--- config.mk ---
export PLATFORM = sky130hd
export DESIGN_NAME = ssb_arbiter
export DESIGN_NICKNAME = d
export VERILOG_FILES = /design/src/rtl/ssb_arbiter.sv
export SDC_FILE = /design/constraint.sdc
export NUM_CORES = 1
export LEC_CHECK = 0
export ABC_AREA = 0
export BUFFER_PORTS_ARGS = -buffer_cell sky130_fd_sc_hd__buf_2
export CORE_AREA = 3 3 137 139
export CTS_CLUSTER_SIZE = 20
export DETAILED_ROUTE_END_ITERATION = 10
export DIE_AREA = 0 0 140 142
export GPL_TIMING_DRIVEN = 0
export HOLD_SLACK_MARGIN = 0.05
export PLACE_DENSITY = 0.66
export SLEW_MARGIN = 20
export SYNTH_ARGS = -nofsm -noshare
export SYNTH_HDL_FRONTEND = slang
export SYNTH_SLANG_ARGS = --single-unit
--- constraint.sdc ---
create_clock -name clk_sys_i -period 3.7 [get_ports clk_sys_i]
set_input_delay 0.185 -clock clk_sys_i [delete_from_list [all_inputs] [get_ports clk_sys_i]]
set_output_delay 0.185 -clock clk_sys_i [all_outputs]
set_load 0.02 [all_outputs]
--- src/rtl/ssb_arbiter.sv ---
// ssb_arbiter
// Shares the single-port system bus (SRAM, debug memory, peripherals) between
// NumHosts bus hosts (0 = debug SBA, 1 = Ibex instr, 2 = Ibex data). Hosts and
// the device both use req/gnt/rvalid. Only one transaction is in flight at a
// time. A response timeout stops a silent device from hanging the core.
//
// Ports
//   clk_sys_i, rst_sys_i            clock, async active-high reset
//   host_req/we/be/addr/wdata_i     per-host command, host i at slice i
//   host_gnt_o, host_rvalid_o       one-hot grant / response pulses
//   host_rdata_o, host_err_o        shared response, zero unless rvalid
//   dev_req_o, dev_we/be/addr/wdata_o  registered command of current owner
//   dev_gnt_i, dev_rvalid_i, dev_rdata_i, dev_err_i  device handshake
//   busy_o                          FSM not idle
//   timeout_o                       sticky, a response timeout has occurred
module ssb_arbiter #(
    parameter int NumHosts      = 3,
    parameter int AddrWidth     = 32,
    parameter int DataWidth     = 32,
    parameter int ArbMode       = 0,
    parameter int TimeoutCycles = 64
) (
    input  logic                          clk_sys_i,
    input  logic                          rst_sys_i,
    input  logic [NumHosts-1:0]           host_req_i,
    input  logic [NumHosts-1:0]           host_we_i,
    input  logic [NumHosts*DataWidth/8-1:0] host_be_i,
    input  logic [NumHosts*AddrWidth-1:0] host_addr_i,
    input  logic [NumHosts*DataWidth-1:0] host_wdata_i,
    output logic [NumHosts-1:0]           host_gnt_o,
    output logic [NumHosts-1:0]           host_rvalid_o,
    output logic [DataWidth-1:0]          host_rdata_o,
    output logic                          host_err_o,
    output logic                          dev_req_o,
    output logic                          dev_we_o,
    output logic [DataWidth/8-1:0]        dev_be_o,
    output logic [AddrWidth-1:0]          dev_addr_o,
    output logic [DataWidth-1:0]          dev_wdata_o,
    input  logic                          dev_gnt_i,
    input  logic                          dev_rvalid_i,
    input  logic [DataWidth-1:0]          dev_rdata_i,
    input  logic                          dev_err_i,
    output logic                          busy_o,
    output logic                          timeout_o
);

    localparam int BeWidth = DataWidth / 8;
    localparam int OwnW    = (NumHosts > 1) ? $clog2(NumHosts) : 1;
    localparam int CntW    = $clog2(TimeoutCycles + 1);

    typedef enum logic [1:0] {IDLE, REQ, RESP} state_e;

    state_e          state_q, state_d;
    logic [OwnW-1:0] owner_q, ptr_q, arb_ptr, win;
    logic            win_vld, load;
    logic [CntW-1:0] cnt_q;
    logic            timed_out, done;

    // Per-host views of the flat command buses.
    logic [NumHosts-1:0][BeWidth-1:0]   host_be;
    logic [NumHosts-1:0][AddrWidth-1:0] host_addr;
    logic [NumHosts-1:0][DataWidth-1:0] host_wdata;

    assign host_be    = host_be_i;
    assign host_addr  = host_addr_i;
    assign host_wdata = host_wdata_i;

    // On completion the next pick starts after the finishing owner, so the
    // pointer used is owner_q before ptr_q has been updated.
    assign arb_ptr = (state_q == RESP) ? owner_q : ptr_q;

    // Loops run from the far end so the nearest candidate is written last.
    always_comb begin
        win     = '0;
        win_vld = 1'b0;
        if (ArbMode == 1) begin
            for (int i = NumHosts - 1; i >= 0; i--) begin
                if (host_req_i[i]) begin
                    win     = OwnW'(i);
                    win_vld = 1'b1;
                end
            end
        end else begin
            for (int i = NumHosts; i >= 1; i--) begin
                if (host_req_i[OwnW'((int'(arb_ptr) + i) % NumHosts)]) begin
                    win     = OwnW'((int'(arb_ptr) + i) % NumHosts);
                    win_vld = 1'b1;
                end
            end
        end
    end

    // A response arriving on the timeout cycle itself is delivered normally.
    assign timed_out = (state_q == RESP) && !dev_rvalid_i &&
                       (cnt_q == CntW'(TimeoutCycles));
    assign done      = (state_q == RESP) && (dev_rvalid_i || timed_out);

    always_comb begin
        state_d = state_q;
        load    = 1'b0;
        case (state_q)
            IDLE: begin
                if (win_vld) begin
                    load    = 1'b1;
                    state_d = REQ;
                end
            end
            REQ: begin
                if (dev_gnt_i)                state_d = RESP;
                else if (!host_req_i[owner_q]) state_d = IDLE;
            end
            RESP: begin
                if (done) begin
                    if (win_vld) begin
                        load    = 1'b1;
                        state_d = REQ;
                    end else begin
                        state_d = IDLE;
                    end
                end
            end
            default: state_d = IDLE;
        endcase
    end

    always_comb begin
        host_gnt_o    = '0;
        host_rvalid_o = '0;
        host_rdata_o  = '0;
        host_err_o    = 1'b0;
        if (state_q == REQ && dev_gnt_i) host_gnt_o[owner_q] = 1'b1;
        if (done) begin
            host_rvalid_o[owner_q] = 1'b1;
            if (timed_out) begin
                host_err_o = 1'b1;
            end else begin
                host_rdata_o = dev_rdata_i;
                host_err_o   = dev_err_i;
            end
        end
    end

    assign dev_req_o = (state_q == REQ);
    assign busy_o    = (state_q != IDLE);

    always_ff @(posedge clk_sys_i or posedge rst_sys_i) begin
        if (rst_sys_i) begin
            state_q     <= IDLE;
            owner_q     <= '0;
            ptr_q       <= OwnW'(NumHosts - 1);
            cnt_q       <= '0;
            timeout_o   <= 1'b0;
            dev_we_o    <= 1'b0;
            dev_be_o    <= '0;
            dev_addr_o  <= '0;
            dev_wdata_o <= '0;
        end else begin
            state_q <= state_d;
            if (load) begin
                owner_q     <= win;
                dev_we_o    <= host_we_i[win];
                dev_be_o    <= host_be[win];
                dev_addr_o  <= host_addr[win];
                dev_wdata_o <= host_wdata[win];
            end
            if (done)      ptr_q     <= owner_q;
            if (timed_out) timeout_o <= 1'b1;
            // Saturating, so a stuck RESP cannot wrap back under the limit.
            if (state_q == REQ)
                cnt_q <= '0;
            else if (state_q == RESP && cnt_q != CntW'(TimeoutCycles))
                cnt_q <= cnt_q + 1'b1;
        end
    end

endmodule

==> After elaboration in Yosys (flattened, before gate mapping) <==
Cells that the tools add are included.
{ "totals": {"wordCells": 86, "ff_bits": 83, "input_bits": 247} }
{ "op_classes": {"n_eq_ne": 7, "n_reduce_logical": 12, "muxes": 45, "magnitude_cmp": 6, "div_mod_pow": 3, "add_sub_neg": 4} }
{ "op_table": {"columns": ["op", "count"], "rows": [
  ["$bmux W32 S2", 2],
  ["$mux W32", 4],
  ["$mod A32 B3 Y32 const B", 3],
  ["$mux W1", 17],
  ["$mux W2", 8],
  ["$mux W7", 2],
  ["$lt A2 B4 Y1 const B", 3],
  ["$bmux W1 S2", 5],
  ["$bmux W4 S2", 1],
  ["$add A7 B1 Y7 const B", 1],
  ["$eq A7 B7 Y1 const B", 1],
  ["$ne A7 B7 Y1 const B", 1],
  ["$add A2 B2 Y3 const B", 2],
  ["$logic_and A1 B1 Y1", 6],
  ["$lt A2 B3 Y1 const B", 2],
  ["$mux W3", 2],
  ["$pmux W2 S3", 1],
  ["$mux W4", 1],
  ["$ne A2 B2 Y1 const B", 2],
  ["$reduce_bool A2 Y1", 2],
  ["$add A2 B1 Y3 const B", 1],
  ["$ne A3 B3 Y1 const B", 1],
  ["$reduce_and A3 Y1", 1],
  ["$demux W1 S2", 1],
  ["other kinds (7)", 7]
]} }

==> Logic depth before layout (Yosys ltp) <==
Gate-level depths: netlist of the first run.
{ "depth": {"depth_word": 13, "mapped_depth": 14, "mapped_depth_nobuf": 10} }

==> Least setup slack after synthesis of the first run <==
OpenSTA, ideal clock, no wires.
{ "synth_path": {"path_kind": "reg2reg", "start": "register state_q[0]", "end": "register dev_wdata_o[10]", "required_ns": 3.566, "path_slack_ns": 0.700, "path_stages_with_launch": 14, "synth_period_minus_slack_ns": 3.000, "arrival_ns": 2.867, "setup_ns": 0.134, "path_cell_list": "dfrtp_1 > nand2b_1 > buf_6 > o21ai_0 > ha_1 > nand2b_1 > a221oi_1 > a221oi_1 > a21oi_1 > buf_2 > buf_4 > buf_2 > mux2i_1 > o211ai_2"} }
{ "synth_via": {"elab_chain_cells": 13, "word_cells_on_any_way": 33} }
{ "synth_rtl": {"columns": ["element", "line", "source"], "rows": [
  ["start, declared", "53", "state_e state_q, state_d;"],
  ["start signal, assigned", "158", "state_q <= state_d;"],
  ["$eq A2 B2 Y1", null, null],
  ["$mux W2", "70", "assign arb_ptr = (state_q == RESP) ? owner_q : ptr_q;"],
  ["$add A2 B2 Y3", "85, 86", null],
  ["$mod A32 B3 Y32", "85, 86", null],
  ["$bmux W1 S2", "85", "if (host_req_i[OwnW'((int'(arb_ptr) + i) % NumHosts)]) begin"],
  ["$mux W1 (implied by the code) (2 in series)", "85", null],
  ["$mux W1 (3 in series)", "85", null],
  ["$mux W1", "103, 114", null],
  ["$mux W1", "113", "if (done) begin"],
  ["$pmux W1 S2", "101", "case (state_q)"],
  ["end signal, assigned", "164", "dev_wdata_o <= host_wdata[win];"],
  ["end, declared", "38", "output logic [DataWidth-1:0] dev_wdata_o,"]
]} }
Several ways; a longest one is shown, not always the timed one. The select of a mux whose other input is x is not followed.
A chain may end at the register's enable or synchronous reset.

==> Final worst setup path of the first run <==
{ "layout_path": {"start": "register state_q[0]", "end": "register dev_wdata_o[3]"} }
Same word-level chain as after synthesis.

==> flow_summary.yaml, run 1 <==
logic_synthesis:
  synth.distinct_cells: 43
  synth_top_area_share_pct: 38.7
  ys_seq_area_share_pct: 39.2
  yosysWarningCount: 0
  synth_seq_cells: 83
  synth_top_cell_by_area: "dfrtp_1"
  syn-num-nets: 822
  synth_ff_type: "dfrtp_1"
  netlist_area_um2: 5300
  syn_inst: 571
  synth_area_leaders: "dfrtp_1 (39%), mux2i_1 (14%), o211ai_1 (8.4%)"
  synthArstFlopShare_pct: 100
  avgSynthCellArea_um2: 9.28
  synth_edf_count: 0
grt:
  track_usage_pct: 21.1
  grt-ovfl-total: 0
  grt_start_max_net_pins: 51
  grt_pass1_vias: 5819
  antenna_found_initial: 4
  grt_pass1_wl_um: 32900
routing:
  drc: 0
  drtIter0Drc: 427
  first_pass_iters: 5
  vias: 6183
  wl_per_cell_um: 19.0
  dr_wl_met3_um: 1650
  wl_met1_um: 8850
  met2_length_um: 11400
  finalWirelength_um: 22400
  via_per_inst: 5.25
  drtAntennaViolNets: 0
  top_layer: "met5"
layout:
  final_util_pct: 44.0
  drive_above_1_share_pct: 43.8
  syn2layout_area_growth_pct: 47.5
  fin_nets: 1195
die:
  core-area_um2: 17800
  ios: 358
  dieArea_um2: 19900
  die_width_um: 140
  die_y_um: 142
  start_util_pct: 29.8
  rows: 49
setup_path:
  endpoint_kind: "flop"
  cp.required_ps: 3950
  start_kind: "flop"
  r2r_end: "dev_wdata_o[3]$_DFFE_PP0P_"
  timing.rr.start: "state_q[0]$_DFFE_PP0P_"
  cp_max_fo: 10
  r2r_cells: 11
  worstSetupPathType: "flop to flop"
  r2r_slack_ps: 220
  critPathArrivalTime_ps: 3730
clock_network:
  clock_latency_ps: 340
  cts-root-buf: "clkbuf_16"
  clk_pin_slew_worst_paths_ps: 60
  clock_sinks: 83
  cts.path.max_buffers: 2
  cts_buffers: 9
  tritoncts: "done"
  h-tree-depth: 3
flow_run:
  maxCapViolations: 0
placed_design:
  hpwl_um: 17400
  gp_congestion: 0.860
  portBuffers: 355
status:
  status: "complete, no violations"
timing:
  relSlewSlack_pct: 37.3
  whs_ps: 109
  tightest_slew_ps: 940
  fin_crit_sh_pct: 94.0
  rsz0062_at_grt: "false"
  fin_crit_ps: 3480
  finalHoldViolCount: 0
  fin_skew_ps: 8.73
  drv_slew: 0
  max_freq_ghz: 0.288
  setup_viol: 0
worst_hold_path:
  hold_class: "primary input to flop"
  holdPathEnd: "dev_addr_o[16]$_DFFE_PP0P_"
  holdPathStages: 3
  min-delay-start: "host_addr_i[80]"
power_and_ir_drop:
  peakVddDrop_mv: 0.457
  power_density_nw_per_um2: 1070
  power_leakage_uw: 0.00393
report_power, final:
group	internal (µW)	total [µW]	switching [µW]
combinational	2100	5790	3690
sequential	1370	1590	226
clock	625	1000	375
total	4090	8390	4290
final cells by class:
type                       instances  area [µm²]
clock buffer                      11         253
timing repair buffer             362        1850
clock inverter                     4        73.8
antenna                            1        2.50
multi-input combinational        415        2950
inverter                          12        47.5
tap                              229         287
buffer                            61         280
fill                            1765        9960
sequential                        83        2080
worst max-delay path by stage:
stage,from,cells past startpoint,end,slack (ps)
floorplan,state_q[0]$_DFFE_PP0P_,13,dev_wdata_o[10]$_DFFE_PP0P_,700
global placement,state_q[0]$_DFFE_PP0P_,11,dev_wdata_o[10]$_DFFE_PP0P_,-70
detailed placement,state_q[0]$_DFFE_PP0P_,13,dev_addr_o[2]$_DFFE_PP0P_,-90
CTS,state_q[0]$_DFFE_PP0P_,13,dev_wdata_o[8]$_DFFE_PP0P_,10
global route,state_q[0]$_DFFE_PP0P_,13,dev_wdata_o[8]$_DFFE_PP0P_,20
finish,state_q[0]$_DFFE_PP0P_,11,dev_wdata_o[3]$_DFFE_PP0P_,220
cells in the mapped netlist, drive strengths merged, types with 2 or more instances:
library cell and number:
a21oi 8, a21o 2, o21ai 89, ha 4
inv 12, mux2 3, nor2 9, nand4 69
and3 35, nor3 4, xor2 2, dfrtp 82
nand2 16, a211oi 3, a221oi 2, nand2b 5
o31ai 2, nand3 3, o22ai 2, buf 12
o41ai 2, clkbuf 49, o211ai 69, nor2b 3
or3 2, mux2i 73
critical path, cell delays in order, from the launching register on:
cell and delay (ps):
dfrtp_1 430, nand2b_1 210, buf_6 160, o21ai_0 240, ha_1 350, or3_1 390
o22ai_1 280, o41a_1 390, buf_4 180, clkbuf_1 460, o21ai_0 180, o211ai_1 110
timing repair:
action                                 CTS  global route
buffers inserted                         0             4
gates resized for setup                  3            18
endpoints found under the hold margin   50             0
pin swaps                                0             1
setup endpoints to repair               40            63
hold buffers                             2             0
layout by cell type (no fill, tap or decap), types with 3 or more instances in the layout:
cell type / count
nand3_1: 3
o211ai_1: 59
a21oi_1: 6
mux2i_1: 73
o21ai_0: 86
clkbuf_16: 9
buf_6: 4
clkbuf_2: 7
and3_1: 35
nor3_1: 4
nor2_1: 9
nor2b_1: 3
nand2b_1: 5
nand4_1: 69
o21ai_1: 3
dfrtp_1: 82
inv_1: 11
ha_1: 4
clkbuf_1: 42
buf_2: 362
o211ai_2: 10
buf_4: 4
nand2_1: 16
sequential cells by signal, summed over array words and instances, names as in the netlist:
name / flops
dev_addr_o: 32
dev_wdata_o: 32
cnt_q: 7
dev_be_o: 4
owner_q: 2
ptr_q: 2
state_q: 2
dev_we_o: 1
timeout_o: 1
metrics by stage:
stage	TNS (ps)	power, µW	setup slack (ps)	instance area, µm²	instances
after global placement	-1450	7210	-69.3	7360	1155
after CTS	0	8340	12.8	7750	1173
after global routing	0	8990	23.9	7820	1178
after floorplan	0	5460	700	5300	571
after detailed placement	-1950	7280	-94.5	7390	1156
final	0	8390	223	7820	1178
cell families after synthesis:
| family | share of synthesized area [%] |
|---|---|
| XOR/XNOR | 0.330 |
| flip-flops | 39.2 |
| buffers and inverters | 5.85 |
| adder cells (fa/ha/maj) | 0.944 |
| AO/OA/AOI/OAI | 22.7 |
| multiplexers | 14.4 |
| AND/OR/NAND/NOR | 16.6 |
per-layer routing:
metal / vias to the layer above / global-route usage, %
met5: - / 0
met4: 6 / 6.53
met3: 32 / 4.47
met2: 301 / 36.5
met1: 2885 / 26.7
li1: 2959 / -
(Power assumes the default switching activity.)
==> run 2, diff against run 1 <==
PLACE_DENSITY = 0.61   (was 0.66)
==> run 2 against run 1 <==
Effect of this change:
- register-to-register slack gained 40 ps
- critical path depth grew 1
- first-iteration DRC count shrank 22%
- via count shrank 0.76%
- die area is the same
- clock-buffer cell count shrank 1
- total power shrank 2.5%
- non-clock buffer count shrank 2
- final area shrank 0.94%
- clock power shrank 13%
- critical path type unchanged
- critical endpoint is now dev_we_o$_DFFE_PP0P_
- largest cell class unchanged
==> flow_summary.yaml, run 2 (synthesis results as in run 1) <==
worst_hold_path:
  hold_class: "primary input to flop"
  holdPathStages: 3
timing:
  drv_slew: 0
  rsz0062_at_grt: "false"
  max_freq_ghz: 0.291
  fin_skew_ps: 13.5
  fin_crit_sh_pct: 92.9
  tightest_slew_ps: 1010
  finalHoldViolCount: 0
  relSlewSlack_pct: 32.6
  fin_tns_setup_ps: 0
  worst_slack_ps: 262
  whs_ps: 99.0
  fin_crit_ps: 3440
  setup_viol: 0
die:
  die_width_um: 140
  start_util_pct: 29.8
  die_y_um: 142
  core-area_um2: 17800
  rows: 49
  dieArea_um2: 19900
  ios: 358
routing:
  wl_per_cell_um: 18.9
  drtAntennaViolNets: 0
  drc: 0
  vias: 6136
  via_per_inst: 5.21
  drtIter0Drc: 332
  first_pass_iters: 4
  finalWirelength_um: 22200
layout:
  reg.largest.list: "dev_addr_o (32), dev_wdata_o (32), cnt_q (7)"
  drive_above_1_share_pct: 43.7
  syn2layout_area_growth_pct: 46.1
  mostFrequentLayoutCell: "buf_2"
  fin_nets: 1193
  final_cell_mix: "buf_2 (362), o21ai_0 (86), dfrtp_1 (82)"
clock_network:
  clk_pin_slew_worst_paths_ps: 70
  clock_latency_ps: 350
  cts_buffers: 9
  clock_sinks: 83
  cts-root-buf: "clkbuf_16"
  cts.path.max_buffers: 2
  h-tree-depth: 3
  tritoncts: "done"
power_and_ir_drop:
  power.internal_uw: 3890
  peakVddDrop_mv: 0.452
  comb_power_share_pct: 69.8
  p_sw_uw: 4290
  p_seq_share_pct: 19.6
  power_leakage_uw: 0.00389
  switching_share_pct: 52.5
  power_density_nw_per_um2: 1060
  clkPwrFrac_pct: 10.6
setup_path:
  r2r_cells: 12
  cp_max_fo: 19
  worstSetupPathType: "flop to flop"
  r2r_slack_ps: 260
  cp.required_ps: 3910
  critPathArrivalTime_ps: 3650
  endpoint_kind: "flop"
  start_kind: "flop"
placed_design:
  preCtsSetupSlack_ps: -74.5
  portBuffers: 355
  gp_congestion: 0.810
  hpwl_um: 17500
grt:
  antenna_found_initial: 2
  grt-ovfl-total: 0
  grt_pass1_vias: 5818
  track_usage_pct: 21.1
  grt_pass1_wl_um: 33000
  grt_start_max_net_pins: 46
status:
  status: "complete, no violations"
flow_run:
  maxCapViolations: 0
## run 2: timing repair
action	CTS	global route
hold endpoints to repair	44	0
setup buffers	0	2
hold buffers	2	0
resized for setup	3	15
setup endpoints to repair	12	69
pin swaps	0	1
## run 2: metrics by stage
step / util [%] / instances / area, µm² / power (µW)
after global placement: 41.4 / 1155 / 7360 / 7220
after CTS: 43.3 / 1175 / 7710 / 8180
final: 43.6 / 1177 / 7750 / 8180
after global routing: 43.6 / 1177 / 7750 / 8780
after detailed placement: 41.6 / 1157 / 7390 / 7260
after floorplan: - / 571 / 5300 / 5460
## run 2: power by group through the flow
stage | sequential [µW] | combinational (µW) | clock [µW]
6_report | 1610 | 5700 | 867
3_5_place_dp | 1610 | 5640 | 0
5_1_grt | 1660 | 6190 | 934
2_1_floorplan | 2020 | 3440 | 0
3_3_place_gp | 1600 | 5620 | 0
4_1_cts | 1600 | 5680 | 894
## run 2: worst max-delay path, cell delays in order (launching register included)
cell and delay [ps]:
dfrtp_1 450, nand2b_1 210, buf_6 160, o21ai_0 230
ha_1 340, nand2b_1 200, a221oi_2 340, a221oi_1 90
a21oi_1 120, buf_2 240, buf_4 400, mux2i_1 380
o211ai_1 130
## run 2: layer usage
layer  track usage [%]  wire length (µm)  up-vias
met2              36.1             11100      247
met5                 0                13        -
met1              26.9              9150     2910
met4              6.22               435        2
met3              4.54              1520       28
li1                  -                 -     2949
## run 2: final timing paths
path                                         from                           to
max                        state_q[0]$_DFFE_PP0P_         dev_we_o$_DFFE_PP0P_
min                               host_addr_i[74]   dev_addr_o[10]$_DFFE_PP0P_
max reg2reg                state_q[0]$_DFFE_PP0P_         dev_we_o$_DFFE_PP0P_
min reg2reg                 timeout_o$_DFFE_PP0P_        timeout_o$_DFFE_PP0P_
max in group asynchronous               rst_sys_i  dev_wdata_o[10]$_DFFE_PP0P_
min in group asynchronous               rst_sys_i   dev_addr_o[10]$_DFFE_PP0P_
## run 2: cell type report
cell class | instances | area [µm²]
well taps | 229 | 287
clock inverters | 6 | 48.8
plain buffers | 60 | 269
multi-input cells | 415 | 2950
inverters | 12 | 47.5
diodes | 1 | 2.50
fillers | 1811 | 10000
flip-flops and latches | 83 | 2080
repair buffers | 361 | 1840
clock buffers | 10 | 229
==> run 3, diff against run 2 <==
GPL_TIMING_DRIVEN = not set   (was 0)
SKIP_CTS_REPAIR_TIMING = 1   (was not set)
==> run 3 against run 2 <==
Effect of this change:
- fmax up 1.3%
- largest cell class unchanged
- final area down 1.4%
- largest power group unchanged
- setup slack better by 45 ps
==> flow_summary.yaml, run 3 (synthesis results as in run 1) <==
status:
  status: "complete, no violations"
power_and_ir_drop:
  peakVddDrop_mv: 0.976
  p_seq_share_pct: 20.0
  comb_power_share_pct: 68.0
  clkPwrFrac_pct: 12.0
  power.internal_uw: 3930
  switching_share_pct: 50.8
  p_sw_uw: 4060
  power_density_nw_per_um2: 1050
  power_leakage_uw: 0.00385
timing:
  fin_crit_sh_pct: 91.7
  setup_viol: 0
  relSlewSlack_pct: 52.6
  tightest_slew_ps: 711
  rsz0062_at_grt: "false"
  max_freq_ghz: 0.295
  worst_slack_ps: 308
  fin_skew_ps: 9.88
  fin_tns_setup_ps: 0
  drv_slew: 0
  finalHoldViolCount: 0
  fin_crit_ps: 3390
flow_run:
  maxCapViolations: 0
placed_design:
  placed_area_um2: 7300
  preCtsSetupSlack_ps: 234
  gp_congestion: 0.855
  hpwl_um: 14900
  portBuffers: 357
layout:
  n_antenna_cell: 0
  postLayoutCellArea_um2: 7640
  mostFrequentLayoutCell: "buf_2"
  drive_above_1_share_pct: 45.5
  final_cell_mix: "buf_2 (357), o21ai_0 (86), dfrtp_1 (82)"
  fill_cells: 1780
  fin_nets: 1145
  syn2layout_area_growth_pct: 44.0
  reg.largest.list: "dev_addr_o (32), dev_wdata_o (32), cnt_q (7)"
clock_network:
  cts-root-buf: "clkbuf_16"
  h-tree-depth: 3
  cts_buffers: 9
  clock_latency_ps: 340
  clk_pin_slew_worst_paths_ps: 70
  cts.path.max_buffers: 2
  tritoncts: "done"
  clock_sinks: 83
setup_path:
  crit_chain: "nand2b_2, o21ai_0, ha_1, inv_1, a211oi_1, o41a_2, or3_2, buf_4, o211ai_1"
  worstSetupPathType: "flop to flop"
  critPathArrivalTime_ps: 3640
  start_kind: "flop"
  endpoint_kind: "flop"
  cp_max_fo: 49
  critPathMaxStageDelay_ps: 520
  critPathBufInv: 2
  cp_slowest_cell: "o41a_2"
  cp.required_ps: 3950
  cp_top_family: "compound AO/OA/AOI/OAI gates"
grt:
  grt_start_max_net_pins: 71
  grt_pass1_wl_um: 30600
  grt_pass1_vias: 5614
  antenna_found_initial: 0
  track_usage_pct: 19.2
  grt-ovfl-total: 0
die:
  ios: 358
  die_y_um: 142
  die_width_um: 140
  start_util_pct: 29.8
  dieArea_um2: 19900
  core-area_um2: 17800
  rows: 49
routing:
  drc: 0
  finalWirelength_um: 20400
  vias: 5887
  drtAntennaViolNets: 0
  first_pass_iters: 4
  wl_per_cell_um: 18.1
  drtIter0Drc: 225
  via_per_inst: 5.22
worst_hold_path:
  hold_class: "primary input to flop"
-- run 3: changes by cell type in the layout (fill, tap and decap cells not counted), moves of 3 or more --
| cell | previous run | this run |
|---|---|---|
| clkbuf_1 | 43 | 1 |
| clkbuf_2 | 7 | 0 |
| buf_4 | 4 | 10 |
| buf_2 | 362 | 357 |
| a21oi_4 | 0 | 3 |
| clkinv_2 | 0 | 3 |
| clkinvlp_4 | 3 | 0 |
-- run 3: stage by stage --
stage	total power, µW	std cells	utilization, %	hold slack (ps)
4_1_cts	8050	1125	42.8	-284
3_3_place_gp	7030	1110	41.1	96.0
3_5_place_dp	7080	1110	41.1	93.2
6_report	7990	1127	42.9	105
5_1_grt	8540	1127	42.9	97.7
2_1_floorplan	5460	571	-	281
-- run 3: cell type report --
cell class              count  area, µm²  area share (%)
clock buffers              10        229            3.00
clock inverters             5       78.8            1.03
inverters                  12       46.3           0.606
multi-input cells         415       2960            38.8
flip-flops and latches     83       2080            27.2
well taps                 229        287            3.75
repair buffers            373       1950            25.6
-- run 3: power groups by stage --
stage                     Combinational [µW]  Sequential (µW)  Clock (µW)
after floorplan                         3440             2020           0
after global placement                  5440             1590           0
after detailed placement                5470             1610           0
after CTS                               5470             1600         983
after global routing                    5860             1660        1020
final                                   5430             1600         961
-- run 3: worst paths after layout --
path,end,cells past startpoint,slack [ps],startpoint
worst min register to register,timeout_o$_DFFE_PP0P_,2,460,timeout_o$_DFFE_PP0P_
worst min-delay path,dev_addr_o[29]$_DFFE_PP0P_,3,110,host_addr_i[93]
worst max register to register,dev_wdata_o[19]$_DFFE_PP0P_,9,310,state_q[0]$_DFFE_PP0P_
worst max-delay path,dev_wdata_o[19]$_DFFE_PP0P_,9,310,state_q[0]$_DFFE_PP0P_
min in group asynchronous,dev_addr_o[19]$_DFFE_PP0P_,3,290,rst_sys_i
max in group asynchronous,ptr_q[1]$_DFFE_PP1P_,4,2630,rst_sys_i
-- run 3: routing by layer --
| metal | routed length [µm] | GRT usage [%] | vias up | share of wire, % |
|---|---|---|---|---|
| met5 | 0 | 0 | - | 0 |
| met1 | 8620 | 24.2 | 2791 | 42 |
| met3 | 1160 | 3.53 | 17 | 5.7 |
| met4 | 303 | 5.76 | 0 | 1.5 |
| li1 | - | - | 2850 | - |
| met2 | 10300 | 33.8 | 229 | 51 |
-- run 3: worst register-to-register path: cells and delay by family, from the launching register on --
kind            cells  cell delay [ps]
compound gates      4             1210
simple gates        2              790
buf+inv             2              500
flops               1              450
fa+ha+maj           1              360
